`config.mk`:
```
export PLATFORM = sky130hd
export DESIGN_NAME = snn_pe_packetizer_flat
export DESIGN_NICKNAME = d
export VERILOG_FILES = /design/src/rtl/snn_pe_packetizer_pkg.sv /design/src/rtl/snn_pe_packetizer_if.sv /design/src/rtl/snn_pe_packetizer_fifo.sv /design/src/rtl/snn_pe_packetizer.sv /design/src/flat_wrapper.sv
export SDC_FILE = /design/constraint.sdc
export NUM_CORES = 1
export LEC_CHECK = 0
export BUFFER_PORTS_ARGS = -buffer_cell sky130_fd_sc_hd__buf_2
export CORE_MARGIN = 2
export CORE_UTILIZATION = 58
export DETAILED_ROUTE_END_ITERATION = 16
export HOLD_SLACK_MARGIN = 0.03
export PLACE_DENSITY_LB_ADDON = 0.15
export SYNTH_ARGS = -nofsm -noshare
export SYNTH_HDL_FRONTEND = slang
export SYNTH_SLANG_ARGS = --single-unit
```
`constraint.sdc`:
```
create_clock -name clk -period 3.64 [get_ports clk]
set_input_delay 0.182 -clock clk [delete_from_list [all_inputs] [get_ports clk]]
set_output_delay 0.182 -clock clk [all_outputs]
set_load 0.01 [all_outputs]
```
`src/rtl/snn_pe_packetizer_pkg.sv`:
```
// snn_noc_pkg: shared constants and types for the tree-injection packetizer.
//   - packet geometry (DATA_W, ADDR_W, PKT_W, field LSB positions)
//   - endpoint index enum and the endpoint address lookup table
//   - packetizer FSM state enum
//   - lowest_idx(): priority pick of the lowest set bit of a destination mask
//   - dest_addr(): endpoint index to 4-bit tree address
package snn_noc_pkg;

    localparam int DATA_W = 31;
    localparam int ADDR_W = 4;
    localparam int PKT_W  = DATA_W + 2 * ADDR_W;
    localparam int N_DEST = 5;
    localparam int IDX_W  = 3;

    localparam int PKT_DST_LSB  = 0;
    localparam int PKT_SRC_LSB  = ADDR_W;
    localparam int PKT_DATA_LSB = 2 * ADDR_W;

    typedef enum logic [IDX_W-1:0] {
        EP_MEM   = 3'd0,
        EP_PE0   = 3'd1,
        EP_PE1   = 3'd2,
        EP_PE2   = 3'd3,
        EP_ADDER = 3'd4
    } ep_idx_t;

    // Element [i] is the tree address of endpoint index i (Mem sits at [0]).
    localparam logic [N_DEST-1:0][ADDR_W-1:0] ADDR = {
        4'b0010,    // Adder
        4'b0000,    // PE2
        4'b0001,    // PE1
        4'b0100,    // PE0
        4'b1000     // Mem
    };

    typedef enum logic [1:0] {
        ST_IDLE = 2'd0,
        ST_LOAD = 2'd1,
        ST_SEND = 2'd2
    } pkt_state_t;

    // Scanning from the top down leaves the lowest set bit as the winner.
    function automatic logic [IDX_W-1:0] lowest_idx(input logic [N_DEST-1:0] m);
        lowest_idx = '0;
        for (int i = N_DEST - 1; i >= 0; i--) begin
            if (m[i]) lowest_idx = IDX_W'(i);
        end
    endfunction

    function automatic logic [ADDR_W-1:0] dest_addr(input logic [IDX_W-1:0] idx);
        dest_addr = '0;
        for (int i = 0; i < N_DEST; i++) begin
            if (idx == IDX_W'(i)) dest_addr = ADDR[i];
        end
    endfunction

endpackage

```
`src/rtl/snn_pe_packetizer_if.sv`:
```
// snn_pe_packetizer_if: input word handshake and output packet handshake of
// the packetizer.
//   in_valid/in_ready/in_data/in_dest_mask : compute unit -> packetizer
//   out_valid/out_ready/out_pkt            : packetizer -> channel bridge
// Modports: slave = packetizer view, master = compute unit + bridge view.
interface snn_pe_packetizer_if #(
    parameter int DATA_W = snn_noc_pkg::DATA_W,
    parameter int N_DEST = snn_noc_pkg::N_DEST
);
    import snn_noc_pkg::*;

    localparam int PW = DATA_W + 2 * ADDR_W;

    logic              in_valid;
    logic              in_ready;
    logic [DATA_W-1:0] in_data;
    logic [N_DEST-1:0] in_dest_mask;
    logic              out_valid;
    logic              out_ready;
    logic [PW-1:0]     out_pkt;

    modport slave (
        input  in_valid, in_data, in_dest_mask, out_ready,
        output in_ready, out_valid, out_pkt
    );

    modport master (
        output in_valid, in_data, in_dest_mask, out_ready,
        input  in_ready, out_valid, out_pkt
    );

endinterface

```
`src/rtl/snn_pe_packetizer_fifo.sv`:
```
// pkt_fifo: synchronous FIFO, W bits wide, DEPTH entries (power of 2, >= 2).
// Ports:
//   clk, rst_n     clock, async active-low reset (empties the FIFO)
//   push, din      write request and data (ignored when full)
//   pop, dout      read request (ignored when empty); dout shows the head
//   full, empty    status
//   count          occupancy, 0..DEPTH
module pkt_fifo #(
    parameter int W     = 8,
    parameter int DEPTH = 4
) (
    input  logic                     clk,
    input  logic                     rst_n,
    input  logic                     push,
    input  logic [W-1:0]             din,
    input  logic                     pop,
    output logic [W-1:0]             dout,
    output logic                     full,
    output logic                     empty,
    output logic [$clog2(DEPTH):0]   count
);
    localparam int AW = $clog2(DEPTH);

    logic [W-1:0] mem [DEPTH];
    logic [AW:0]  wr_ptr;
    logic [AW:0]  rd_ptr;
    logic         push_ok;
    logic         pop_ok;

    // The extra MSB on each pointer separates the full and empty cases.
    assign empty   = (wr_ptr == rd_ptr);
    assign full    = (wr_ptr[AW] != rd_ptr[AW]) && (wr_ptr[AW-1:0] == rd_ptr[AW-1:0]);
    assign count   = wr_ptr - rd_ptr;
    assign dout    = mem[rd_ptr[AW-1:0]];
    assign push_ok = push && !full;
    assign pop_ok  = pop && !empty;

    always_ff @(posedge clk or negedge rst_n) begin
        if (!rst_n) begin
            wr_ptr <= '0;
            rd_ptr <= '0;
        end else begin
            if (push_ok) wr_ptr <= wr_ptr + 1'b1;
            if (pop_ok)  rd_ptr <= rd_ptr + 1'b1;
        end
    end

    always_ff @(posedge clk) begin
        if (push_ok) mem[wr_ptr[AW-1:0]] <= din;
    end

endmodule

```
`src/rtl/snn_pe_packetizer.sv`:
```
// snn_pe_packetizer: tree injection stage for one NoC endpoint. Buffers result
// words with a multicast destination mask and emits one packet per
// destination: [38:8] data, [7:4] SRC_ADDR, [3:0] destination address.
// Ports:
//   clk, rst_n   clock, async active-low reset
//   bus          snn_pe_packetizer_if.slave (input words, output packets)
//   busy         FIFO non-empty or FSM not idle
//   drop_cnt     words discarded because only this endpoint (or nobody) was
//                addressed; saturates at 255
module snn_pe_packetizer #(
    parameter int         DATA_W   = snn_noc_pkg::DATA_W,
    parameter int         N_DEST   = snn_noc_pkg::N_DEST,
    parameter int         DEPTH    = 4,
    parameter int         SELF_IDX = 1,
    parameter logic [3:0] SRC_ADDR = 4'b0100
) (
    input  logic                 clk,
    input  logic                 rst_n,
    snn_pe_packetizer_if.slave   bus,
    output logic                 busy,
    output logic [7:0]           drop_cnt
);
    import snn_noc_pkg::*;

    localparam int FW = DATA_W + N_DEST;
    localparam int CW = $clog2(DEPTH) + 1;
    localparam logic [N_DEST-1:0] SELF_BIT = N_DEST'(1) << SELF_IDX;

    pkt_state_t        state, state_nx;
    logic [DATA_W-1:0] work_data;
    logic [N_DEST-1:0] work_mask;

    logic              fifo_full, fifo_empty, fifo_pop;
    logic [FW-1:0]     fifo_dout;
    logic [CW-1:0]     fifo_count;
    logic              push_fire;
    logic [DATA_W-1:0] head_data;
    logic [N_DEST-1:0] head_mask;

    logic [IDX_W-1:0]  send_idx;
    logic [N_DEST-1:0] send_bit;
    logic [N_DEST-1:0] remaining;
    logic              load_en, drop_inc, accept;

    assign push_fire = bus.in_valid && !fifo_full;
    assign bus.in_ready = !fifo_full;

    pkt_fifo #(.W(FW), .DEPTH(DEPTH)) u_fifo (
        .clk   (clk),
        .rst_n (rst_n),
        .push  (push_fire),
        .din   ({bus.in_dest_mask, bus.in_data}),
        .pop   (fifo_pop),
        .dout  (fifo_dout),
        .full  (fifo_full),
        .empty (fifo_empty),
        .count (fifo_count)
    );

    assign head_data = fifo_dout[DATA_W-1:0];
    assign head_mask = fifo_dout[DATA_W +: N_DEST] & ~SELF_BIT;

    assign send_idx  = lowest_idx(work_mask);
    assign send_bit  = N_DEST'(1) << send_idx;
    assign remaining = work_mask & ~send_bit;

    always_comb begin
        state_nx = state;
        fifo_pop = 1'b0;
        load_en  = 1'b0;
        drop_inc = 1'b0;
        accept   = 1'b0;
        case (state)
            ST_IDLE: begin
                if (!fifo_empty) state_nx = ST_LOAD;
            end
            ST_LOAD: begin
                fifo_pop = 1'b1;
                load_en  = 1'b1;
                if (head_mask == '0) begin
                    drop_inc = 1'b1;
                    // Occupancy after this pop, including a word arriving now.
                    if ((fifo_count > CW'(1)) || push_fire) state_nx = ST_LOAD;
                    else                                    state_nx = ST_IDLE;
                end else begin
                    state_nx = ST_SEND;
                end
            end
            ST_SEND: begin
                if (bus.out_ready) begin
                    accept = 1'b1;
                    if (remaining == '0) state_nx = fifo_empty ? ST_IDLE : ST_LOAD;
                end
            end
            default: state_nx = ST_IDLE;
        endcase
    end

    always_ff @(posedge clk or negedge rst_n) begin
        if (!rst_n) begin
            state     <= ST_IDLE;
            work_data <= '0;
            work_mask <= '0;
            drop_cnt  <= '0;
        end else begin
            state <= state_nx;
            if (load_en) begin
                work_data <= head_data;
                work_mask <= head_mask;
            end else if (accept) begin
                work_mask <= remaining;
            end
            if (drop_inc && (drop_cnt != 8'hFF)) drop_cnt <= drop_cnt + 8'd1;
        end
    end

    // Outputs come from registered state only, so they hold until accepted
    // and never follow out_ready combinationally.
    assign bus.out_valid = (state == ST_SEND);
    assign bus.out_pkt   = (state == ST_SEND) ? {work_data, SRC_ADDR, dest_addr(send_idx)} : '0;
    assign busy          = !fifo_empty || (state != ST_IDLE);

endmodule
```
`src/flat_wrapper.sv`:
```
// flat-port wrapper written by rule: the top's interface ports become plain ports
module snn_pe_packetizer_flat import snn_noc_pkg::*;
#(
    parameter int         DATA_W   = snn_noc_pkg::DATA_W,
    parameter int         N_DEST   = snn_noc_pkg::N_DEST,
    parameter int         DEPTH    = 4,
    parameter int         SELF_IDX = 1,
    parameter logic [3:0] SRC_ADDR = 4'b0100
)
  (clk, rst_n, busy, drop_cnt, bus_in_valid, bus_in_data, bus_in_dest_mask, bus_out_ready, bus_in_ready, bus_out_valid, bus_out_pkt);
  snn_pe_packetizer_if #(.DATA_W(DATA_W), .N_DEST(N_DEST)) bus_i ();
  input  logic clk;
  input  logic rst_n;
  output logic busy;
  output logic [7:0] drop_cnt;
  input wire logic [$bits(bus_i.in_valid)-1:0] bus_in_valid;
  input wire logic [$bits(bus_i.in_data)-1:0] bus_in_data;
  input wire logic [$bits(bus_i.in_dest_mask)-1:0] bus_in_dest_mask;
  input wire logic [$bits(bus_i.out_ready)-1:0] bus_out_ready;
  output wire logic [$bits(bus_i.in_ready)-1:0] bus_in_ready;
  output wire logic [$bits(bus_i.out_valid)-1:0] bus_out_valid;
  output wire logic [$bits(bus_i.out_pkt)-1:0] bus_out_pkt;
  assign bus_i.in_valid = bus_in_valid;
  assign bus_i.in_data = bus_in_data;
  assign bus_i.in_dest_mask = bus_in_dest_mask;
  assign bus_i.out_ready = bus_out_ready;
  assign bus_in_ready = bus_i.in_ready;
  assign bus_out_valid = bus_i.out_valid;
  assign bus_out_pkt = bus_i.out_pkt;
  snn_pe_packetizer #(.DATA_W(DATA_W), .N_DEST(N_DEST), .DEPTH(DEPTH), .SELF_IDX(SELF_IDX), .SRC_ADDR(SRC_ADDR)) u_core (.clk(clk), .rst_n(rst_n), .bus(bus_i), .busy(busy), .drop_cnt(drop_cnt));
endmodule
```
* Word-level counts from Yosys, hierarchy flattened
Memory sizes are Yosys's and may differ from the RTL's.
Cells that the tools add are included.
** Word-level totals
- Register bits :: 52
- Memory bits (writable) :: 144
- Input bits :: 40
- Output and inout port bits :: 50
- Word-level logic and storage cells :: 71
- Memories :: 1
** Memory list
- u_core.u_fifo.mem :: words 4, bits a word 36, read ports 1, clocked after memory_dff 0, wr ports 1, line snn_pe_packetizer_fifo.sv:24 : logic [W-1:0] mem [DEPTH];
** Operators by class
- Add/sub/neg operators :: 4
- Order comparisons :: 1
- Equal/unequal tests :: 13
- Shift operators :: 1
- Mux-type cells :: 27
- Bitwise logic cells :: 2
- Reduce and logical (&&, ||, !) cells :: 16
** Operator list (count)
- two-way mux 39 bit :: 1
- two-way mux 4 bit :: 5
- two-way mux 3 bit :: 5
- zero test 5 bit :: 2
- two-way mux 5 bit :: 2
- two-way mux 1 bit :: 9
- adder 8 x 1 -> 8 bit, second input constant :: 1
- two-way mux 2 bit :: 4
- != test 8 bit, second input constant :: 1
- adder 3 x 1 -> 3 bit, second input constant :: 2
- == test 3 x 2 -> 1 bit, second input constant :: 2
- case mux 2 bit (3 select lines) :: 1
- bitwise AND 5 bit :: 1
- logical AND 1 bit :: 5
- inverter 5 bit :: 1
- << shifter 1 x 3 -> 5 bit, first input constant :: 1
- != test 2 bit, second input constant :: 2
- nonzero test 2 bit :: 2
- == test 3 x 1 -> 1 bit, second input constant :: 1
- == test 3 bit :: 1
- == test 3 bit, second input constant :: 1
- greater-than comparator 3 x 1 -> 1 bit, second input constant :: 1
- zero test 3 bit :: 1
- AND reduction 3 bit :: 1
- other kinds (9) :: 11

* Depth between registers and ports, before layout
Gate-level depths: netlist of run 1.
- Depth in word-level cells :: 12
- Gate-level depth with buffers :: 8
- Gate-level depth less buffers :: 6

* Hierarchy
A second synthesis of run 1 with hierarchy kept.
** Second synthesis, totals
- Cells, all modules :: 492
- Area, all modules :: 7917.6 um2
** By module, submodules not included
- pkt_fifo :: instances 1, cells an instance 233, area each 5656.7 um2, sequential area each 4474.3 um2
- snn_pe_packetizer :: instances 1, cells an instance 259, area each 2260.9 um2, sequential area each 1151.1 um2

* Least setup slack after synthesis of run 1
No wires, ideal clock.
- Kind :: reg2reg
- From :: register u_core.u_fifo.rd_ptr[1]
- To :: memory u_core.u_fifo.mem[3][0] in the netlist's numbering, enable pin
- Setup time :: 0.397 ns
- Arrival time :: 2.604 ns
- Data required time :: 3.243 ns
- Path slack :: 0.639 ns
- Cell stages (with the launch flop) :: 8
- Path buffers :: 2
- Period minus slack after synthesis :: 3.001 ns
- Cells stage by stage :: dfrtp_1 > clkbuf_1 > buf_1 > inv_1 > ha_1 > nand2_1 > o21a_1 > and2_1
** Between the ends
- Word-level cells in the longest chain between the ends :: 7
** RTL lines
- from (decl) :: line snn_pe_packetizer_fifo.sv:26 : logic [AW:0] rd_ptr;
- from (signal assigned) :: line snn_pe_packetizer_fifo.sv:44 : if (pop_ok) rd_ptr <= rd_ptr + 1'b1;
- == test 2 bit * :: line snn_pe_packetizer_fifo.sv:32 : assign full = (wr_ptr[AW] != rd_ptr[AW]) && (wr_ptr[AW-1:0] == rd_ptr[AW-1:0]);
- logical AND 1 bit * :: line snn_pe_packetizer_fifo.sv:32
- zero test 1 bit * :: line snn_pe_packetizer_fifo.sv:35, snn_pe_packetizer.sv:45
- logical AND 1 bit :: line snn_pe_packetizer.sv:45 : assign push_fire = bus.in_valid && !fifo_full;
- logical AND 1 bit * :: line snn_pe_packetizer_fifo.sv:35 : assign push_ok = push && !full;
- two-way mux 1 bit * :: line snn_pe_packetizer_fifo.sv:49 : if (push_ok) mem[wr_ptr[AW-1:0]] <= din;
- two-way mux 1 bit (implied by the code) * :: line snn_pe_packetizer_fifo.sv:49
- to (decl) :: line snn_pe_packetizer_fifo.sv:24
Mark *: on every way between the ends. The rest lies on a longest branch, timed or not.

* Final worst setup path of run 1
- From :: register u_core.u_fifo.rd_ptr[0]
- To :: register u_core.drop_cnt[7]
** Between the ends
- Word-level cells in the longest chain between the ends :: 5
** RTL lines
- memory (4 x 36 bit)
- zero test 5 bit :: line snn_pe_packetizer.sv:80 : if (head_mask == '0) begin
- two-way mux 1 bit :: line snn_pe_packetizer.sv:80
- two-way mux 1 bit :: line snn_pe_packetizer.sv:73 : case (state)
- logical AND 1 bit :: line snn_pe_packetizer.sv:113 : if (drop_inc && (drop_cnt != 8'hFF)) drop_cnt <= drop_cnt + 8'd1;
- to (signal assigned) :: line snn_pe_packetizer.sv:113
- to (decl) :: line snn_pe_packetizer.sv:21 : output logic [7:0] drop_cnt
Every way passes these cells.
A chain may end at the register's enable or synchronous reset.

==> results of run 1 <==
==> flip-flops by register name, indices dropped and copies added (netlist names) <==
name	count
u_core.u_fifo.mem	140
u_core.drop_cnt	8
u_core.work_mask	5
u_core.u_fifo.rd_ptr	3
u_core.state	2
u_core.work_data	31
u_core.u_fifo.wr_ptr	3
==> cells by family after synthesis <==
| family | synth area share, % |
|---|---|
| adders and majority gates | 1.70 |
| AOI/OAI and AO/OA | 1.38 |
| and+or+nand+nor | 10.5 |
| buffers and inverters | 1.92 |
| DFF | 72.1 |
| xor gates and xnor gates | 1.49 |
| other | 0.0491 |
| muxes | 10.9 |
==> how the worst min path moves through the flow <==
stage / start / to / depth (start not counted)
after floorplan: rst_n / u_core.drop_cnt[0] / 0
after global routing: bus_in_valid / u_core.u_fifo.wr_ptr[0] / 3
after detailed placement: rst_n / u_core.drop_cnt[6] / 1
after CTS: bus_in_valid / u_core.state[0] / 4
final: bus_in_valid / u_core.state[0] / 4
after global placement: rst_n / u_core.drop_cnt[6] / 1
==> per-layer routing <==
layer,share of wire [%],wire length [um]
met5,0,0
met1,41,6060
met3,3.9,575
met2,54,7910
met4,1.5,222
==> Yosys cell counts, drive strengths merged <==
| master | n | share of area, % |
|---|---|---|
| nor4b | 1 | 0.11 |
| mux2i | 1 | 0.13 |
| a2111o | 1 | 0.15 |
| a21o | 1 | 0.098 |
| nor3 | 4 | 0.26 |
| dfrtp | 52 | 17 |
| nor4 | 3 | 0.52 |
| nand3 | 6 | 0.39 |
| buf | 11 | 0.88 |
| ha | 8 | 1.3 |
| nand4 | 3 | 0.25 |
| o21ai | 3 | 0.20 |
| nand2b | 3 | 0.25 |
| o22ai | 1 | 0.082 |
| or3 | 1 | 0.082 |
| nor2 | 8 | 0.39 |
| mux2 | 3 | 0.44 |
| maj3 | 1 | 0.13 |
| nor2b | 1 | 0.082 |
| mux4 | 35 | 10 |
| xor2 | 8 | 0.92 |
| inv | 6 | 0.29 |
| a21boi | 1 | 0.098 |
| a21oi | 5 | 0.33 |
| and2 | 36 | 2.9 |
| o211ai | 1 | 0.098 |
| a311o | 1 | 0.13 |
| xnor2 | 5 | 0.57 |
| o21a | 1 | 0.098 |
| o31ai | 1 | 0.098 |
| edfxtp | 140 | 55 |
| conb | 1 | 0.049 |
| clkbuf | 15 | 0.74 |
| nand2 | 104 | 5.1 |
| fa | 1 | 0.26 |
| or4 | 1 | 0.098 |
==> worst register-to-register path: cells and delay by family (launching register included) <==
family	cells	cell delay (ns)
flip-flops	1	0.46
multiplexers	2	0.88
AND/OR/NAND/NOR	2	1.04
==> where the power goes <==
group          leakage, uW  internal [uW]  switching [uW]
Sequential         0.00193           3000             265
Combinational      0.00151            965            1300
Clock             0.000291           1100             783
==> stage by stage <==
| step | total power (uW) | setup WS [ns] |
|---|---|---|
| floorplan | 4860 | 0.639 |
| global placement | 5450 | 1.15 |
| detailed placement | 5550 | 1.15 |
| CTS | 7470 | 1.12 |
| global route | 7830 | 0.983 |
| finish | 7410 | 1.14 |
==> timing repair <==
action | CTS | global route
hold buffers | 37 | 0
gates resized for setup | 0 | 0
endpoints found under the hold margin | 161 | 0
==> area by class of cell <==
type | instances | area [um2]
fillers | 832 | 3480
clock buffers | 18 | 439
inverters | 6 | 22.5
clock inverters | 14 | 164
well taps | 172 | 215
repair buffers | 132 | 883
multi-input cells | 252 | 2010
flip-flops and latches | 192 | 5510
==> results.tsv, run 1 <==
metric	value	unit
outcome	complete, no violations	
Setup crit start kind	flip-flop	
Max Cap Violations	0	
met1 GRT Util	28.7	%
Die Y	119	um
worst-path cell chain	mux4_2 -> or4_1 -> nor3_1 -> mux2_1	
input/output buffers	85	
gpl congestion	0.808	
layout cells sized above 1	27.9	%
DR WL/cell	18.8	um
met2 global-route usage	39.0	%
Top Usage Layer GRT	met2	
WL final	14800	um
Required @ worst endpoint	3.95	ns
Worst VDD drop	491	uV
Mapped Area	0.00764	mm2
largest fanout on the critical path	9	
drt via density	5.48	
Worst path slowest cell	or4_1	
reg2reg setup slack	1.14	ns
grt total ovfl	0	
met3 Track Usage GR	4.44	%
DRT iter0 DRCs	327	
most frequent cells in the layout	edfxtp_1, nand2_1, buf_2	
synthesized instance count	474	
worst hold path type	in2reg	
largest net degree at the start of global routing	40	
total iterations of the first detailed-routing run	4	
Worst-Skew Late Latency	0.43	ns
root cell of the clock tree	clkbuf_16	
fin util	72.6	%
first-pass GRT wire length	23800	um
residual DRC count	0	
worst r2r dst	u_core.drop_cnt[7]	
PwrDens	802	mW/mm2
commonest non-fill, non-tap cell in the layout	edfxtp_1	
#FFs+latches synth	192	
Ys Warns	0	
initial antenna violation count	0	
DP Area	0.00827	mm2
Crit. End Element	flip-flop	
Vias	4309	
pins over their slew limit	0	
fin area	0.00924	mm2
synth-to-layout area growth	21.0	%
final hold viol count	0	
LEAKAGE	0.00373	uW
die area	0.0141	mm2
Total GRT Usage	22.7	%
final hold slack	0.201	ns
post-CTS setup repair buffer count	0	
die width	119	um
number of global-route vias before repair	4438	
CTS HTree Levels	4	
Rows	41	
clock-pin slew on the worst setup and hold paths	0.07	ns
Setup CP Type	reg2reg	
syn avg cell area	16.1	um2
capture point of the worst path	u_core.drop_cnt[7]	
CP delay by family, top	simple AND/OR/NAND/NOR gates	
Ports	90	
final setup vio count	0	
initial core utilization	60.0	%
core region area	0.0127	mm2
Synth cell types	42	
fin nets	650	
Max Buffers Root-to-Sink	2	
Non-Filler Instances	786	
Seq/Total Area, Yosys	72.1	%
worst-case reg-to-reg path depth	4	
FMAX	400	MHz
Crit. Startpoint	u_core.u_fifo.rd_ptr[0]	
# diodes	0	
setup repair after global routing missed its margin	no	
relative max-transition margin	43.3	%
Worst-Margin Slew	0.851	ns
clock tree sinks	192	
Tmin final	2.50	ns
dpl cells	717	
Setup TNS	0	ns
DP Wirelength	8360	um
Critical Path AT	2.81	ns
Crit path depth	4	
Fin Clk Skew	0.00795	ns
CP peak stage delay	0.76	ns
Num CTS Buffers	17	
Worst Path Buf+Inv	0	
Worst R2R Start	u_core.u_fifo.rd_ptr[0]	
CTS tree	built	
Final period util	68.6	%
remaining antenna violation count	0	
No activity file was read; power rests on OpenSTA's default activity.
==> run 2, diff against run 1 <==
ABC_AREA = 1   (was unset)
CORE_UTILIZATION = 52   (was 58)
clock period = 2.1 ns   (was 3.64 ns; I/O delays follow)
==> run 2 against run 1 <==
Clock-buffer cell count fell by 1. Cell count grew 27%. Maximum frequency rose by 31%. Design area rose by 3.7%. Via count rose by 23%. Clock power increased by 67%. Core utilization shrank 7.2 points. Area after synthesis increased by 2.4%. Critical path type unchanged. Critical endpoint is now u_core.u_fifo.mem[2][28]. Largest power group unchanged. Highest routed layer unchanged.
==> results.tsv, run 2 <==
metric	value	unit
outcome	complete, no violations	
Yosys top cell area share	53.7	%
Synth Flop Type	edfxtp_1	
Worst-Margin Slew	0.695	ns
CTS HTree Levels	4	
post-synth top area cell	edfxtp_1	
Vias	5305	
die width	127	um
Worst-Skew Late Latency	0.43	ns
fin nets	851	
final hold viol count	0	
Critical Path AT	2.04	ns
gpl congestion	0.811	
syn avg cell area	11.6	um2
LEAKAGE	0.00388	uW
setup repair after global routing missed its margin	no	
sequential cell area	0.00551	mm2
clock tree sinks	192	
CTS tree	built	
initial core utilization	53.4	%
top cells by area, synth	edfxtp_1, dfrtp_1, o21ai_0, nor2_1, nand2_1	
Ys Warns	0	
total iterations of the first detailed-routing run	4	
drt via density	5.31	
PwrDens	1400	mW/mm2
synthesized instance count	675	
synth-to-layout area growth	22.5	%
Seq/Total Area, Yosys	70.4	%
DR WL/cell	16.4	um
Synth cell types	33	
Max Cap Violations	0	
DP Wirelength	9850	um
Final period util	90.5	%
fillcell total	1116	
first-pass GRT wire length	26900	um
Post-synth ARST share	27.1	%
Max Buffers Root-to-Sink	2	
dpl cells	930	
Fin Clk Skew	0.0157	ns
Commonest cells post-synth	edfxtp_1, nor2_1, nand2_1	
pins over their slew limit	0	
WL final	16400	um
DRT iter0 DRCs	464	
core region area	0.0146	mm2
max FFs per register	140	
Ports	90	
# diodes	0	
clock-pin slew on the worst setup and hold paths	0.07	ns
initial antenna violation count	0	
Num CTS Buffers	17	
Tmin final	1.90	ns
die area	0.0160	mm2
most frequent cells in the layout	edfxtp_1, nor2_1, buf_2	
residual DRC count	0	
Crit. End Element	flip-flop	
largest net degree at the start of global routing	45	
largest fanout on the critical path	8	
Mapped Area	0.00783	mm2
Required @ worst endpoint	2.24	ns
Setup TNS	0	ns
final setup vio count	0	
relative max-transition margin	53.7	%
#FFs+latches synth	192	
Non-Filler Instances	999	
layout cells sized above 1	20.0	%
root cell of the clock tree	clkbuf_16	
Setup CP Type	reg2reg	
FMAX	526	MHz
Pwr Total	13400	uW
Worst VDD drop	900	uV
input/output buffers	85	
Post-synth EDFFs	140	
worst hold path type	in2reg	
number of global-route vias before repair	5339	
Total GRT Usage	21.7	%
Die Y	127	um
commonest non-fill, non-tap cell in the layout	edfxtp_1	
area of the multi-input gates	0.00200	mm2
Rows	44	
remaining antenna violation count	0	
Setup crit start kind	flip-flop	
grt total ovfl	0	
top-count cell post-synth	edfxtp_1	
post-CTS setup repair buffer count	0	
## run 2: changes by cell type after synthesis, moves of 8 or more
cell	previous run	this run
nor2_1	8	109
o21ai_0	2	82
inv_1	6	53
and2_1	36	0
mux4_2	35	0
o22ai_1	1	32
nand2_1	104	85
o21ai_1	1	15
nand3_1	6	14
## run 2: through the flow
| step | setup slack (ns) | util, % | instance area (um2) | hold WS, ns |
|---|---|---|---|---|
| after floorplan | -0.108 | - | 7930 | -0.191 |
| after global placement | 0.214 | 59.0 | 8630 | 0.186 |
| after detailed placement | 0.188 | 59.0 | 8630 | 0.193 |
| after CTS | 0.146 | 65.4 | 9580 | 0.0838 |
| after global routing | 0.0862 | 65.5 | 9590 | 0.131 |
| final | 0.199 | 65.5 | 9590 | 0.112 |
## run 2: power by group
part	total (uW)	switching (uW)	leakage, uW	internal [uW]
logic	4780	3180	0.00166	1600
clock network	3140	1460	0.000280	1680
registers	5490	307	0.00193	5180
## run 2: critical path: stages, from the launching register on
cell     delay [ns]
dfrtp_1        0.40
inv_1          0.14
ha_1           0.26
nand2_2        0.08
inv_2          0.05
nand3_4        0.08
nand2_8        0.10
nor2_4         0.28
buf_4          0.22
## run 2: what timing repair did
item,4_1_cts,5_1_grt
hold endpoints to repair,168,0
resized for setup,0,1
setup endpoints to repair,0,1
hold buffers,37,0
## run 2: metal layers
metal  up-vias  share of wire (%)  global-route usage, %
li1       2570                  -                      -
met1      2589                 44                   28.1
met2       135                 50                   36.9
met3        11                4.3                   5.31
met4         0                1.2                   6.40
met5         -                  0                      0
## run 2: final timing paths
path                                          from                        to  slack, ns  depth (start not counted)
max                        u_core.u_fifo.wr_ptr[0]  u_core.u_fifo.mem[2][28]       0.20                          8
min                                  bus_out_ready       u_core.work_mask[1]       0.11                          4
max reg2reg                u_core.u_fifo.wr_ptr[0]  u_core.u_fifo.mem[2][28]       0.20                          8
min reg2reg                u_core.u_fifo.wr_ptr[2]   u_core.u_fifo.wr_ptr[2]       0.50                          1
max in group asynchronous                    rst_n      u_core.work_data[12]       1.08                          3
min in group asynchronous                    rst_n      u_core.work_data[24]       0.26                          2
## run 2: logic make-up after synthesis
family | count (synthesis) | share of synthesized area, %
adder cells (fa/ha/maj) | 9 | 1.54
flip-flops | 192 | 70.4
AO/OA/AOI/OAI | 140 | 9.66
buffers and inverters | 94 | 5.21
AND/OR/NAND/NOR | 230 | 12.2
XOR/XNOR | 9 | 1.01
other | 1 | 0.0479
## run 2: final cells by class
class / instances / share of cell area [%]
Sequential cell: 192 / 57.4
Multi-Input combinational cell: 391 / 20.9
Timing Repair Buffer: 144 / 10.9
Clock buffer: 17 / 4.44
Tap cell: 184 / 2.40
Inverter: 56 / 2.27
Clock inverter: 15 / 1.62
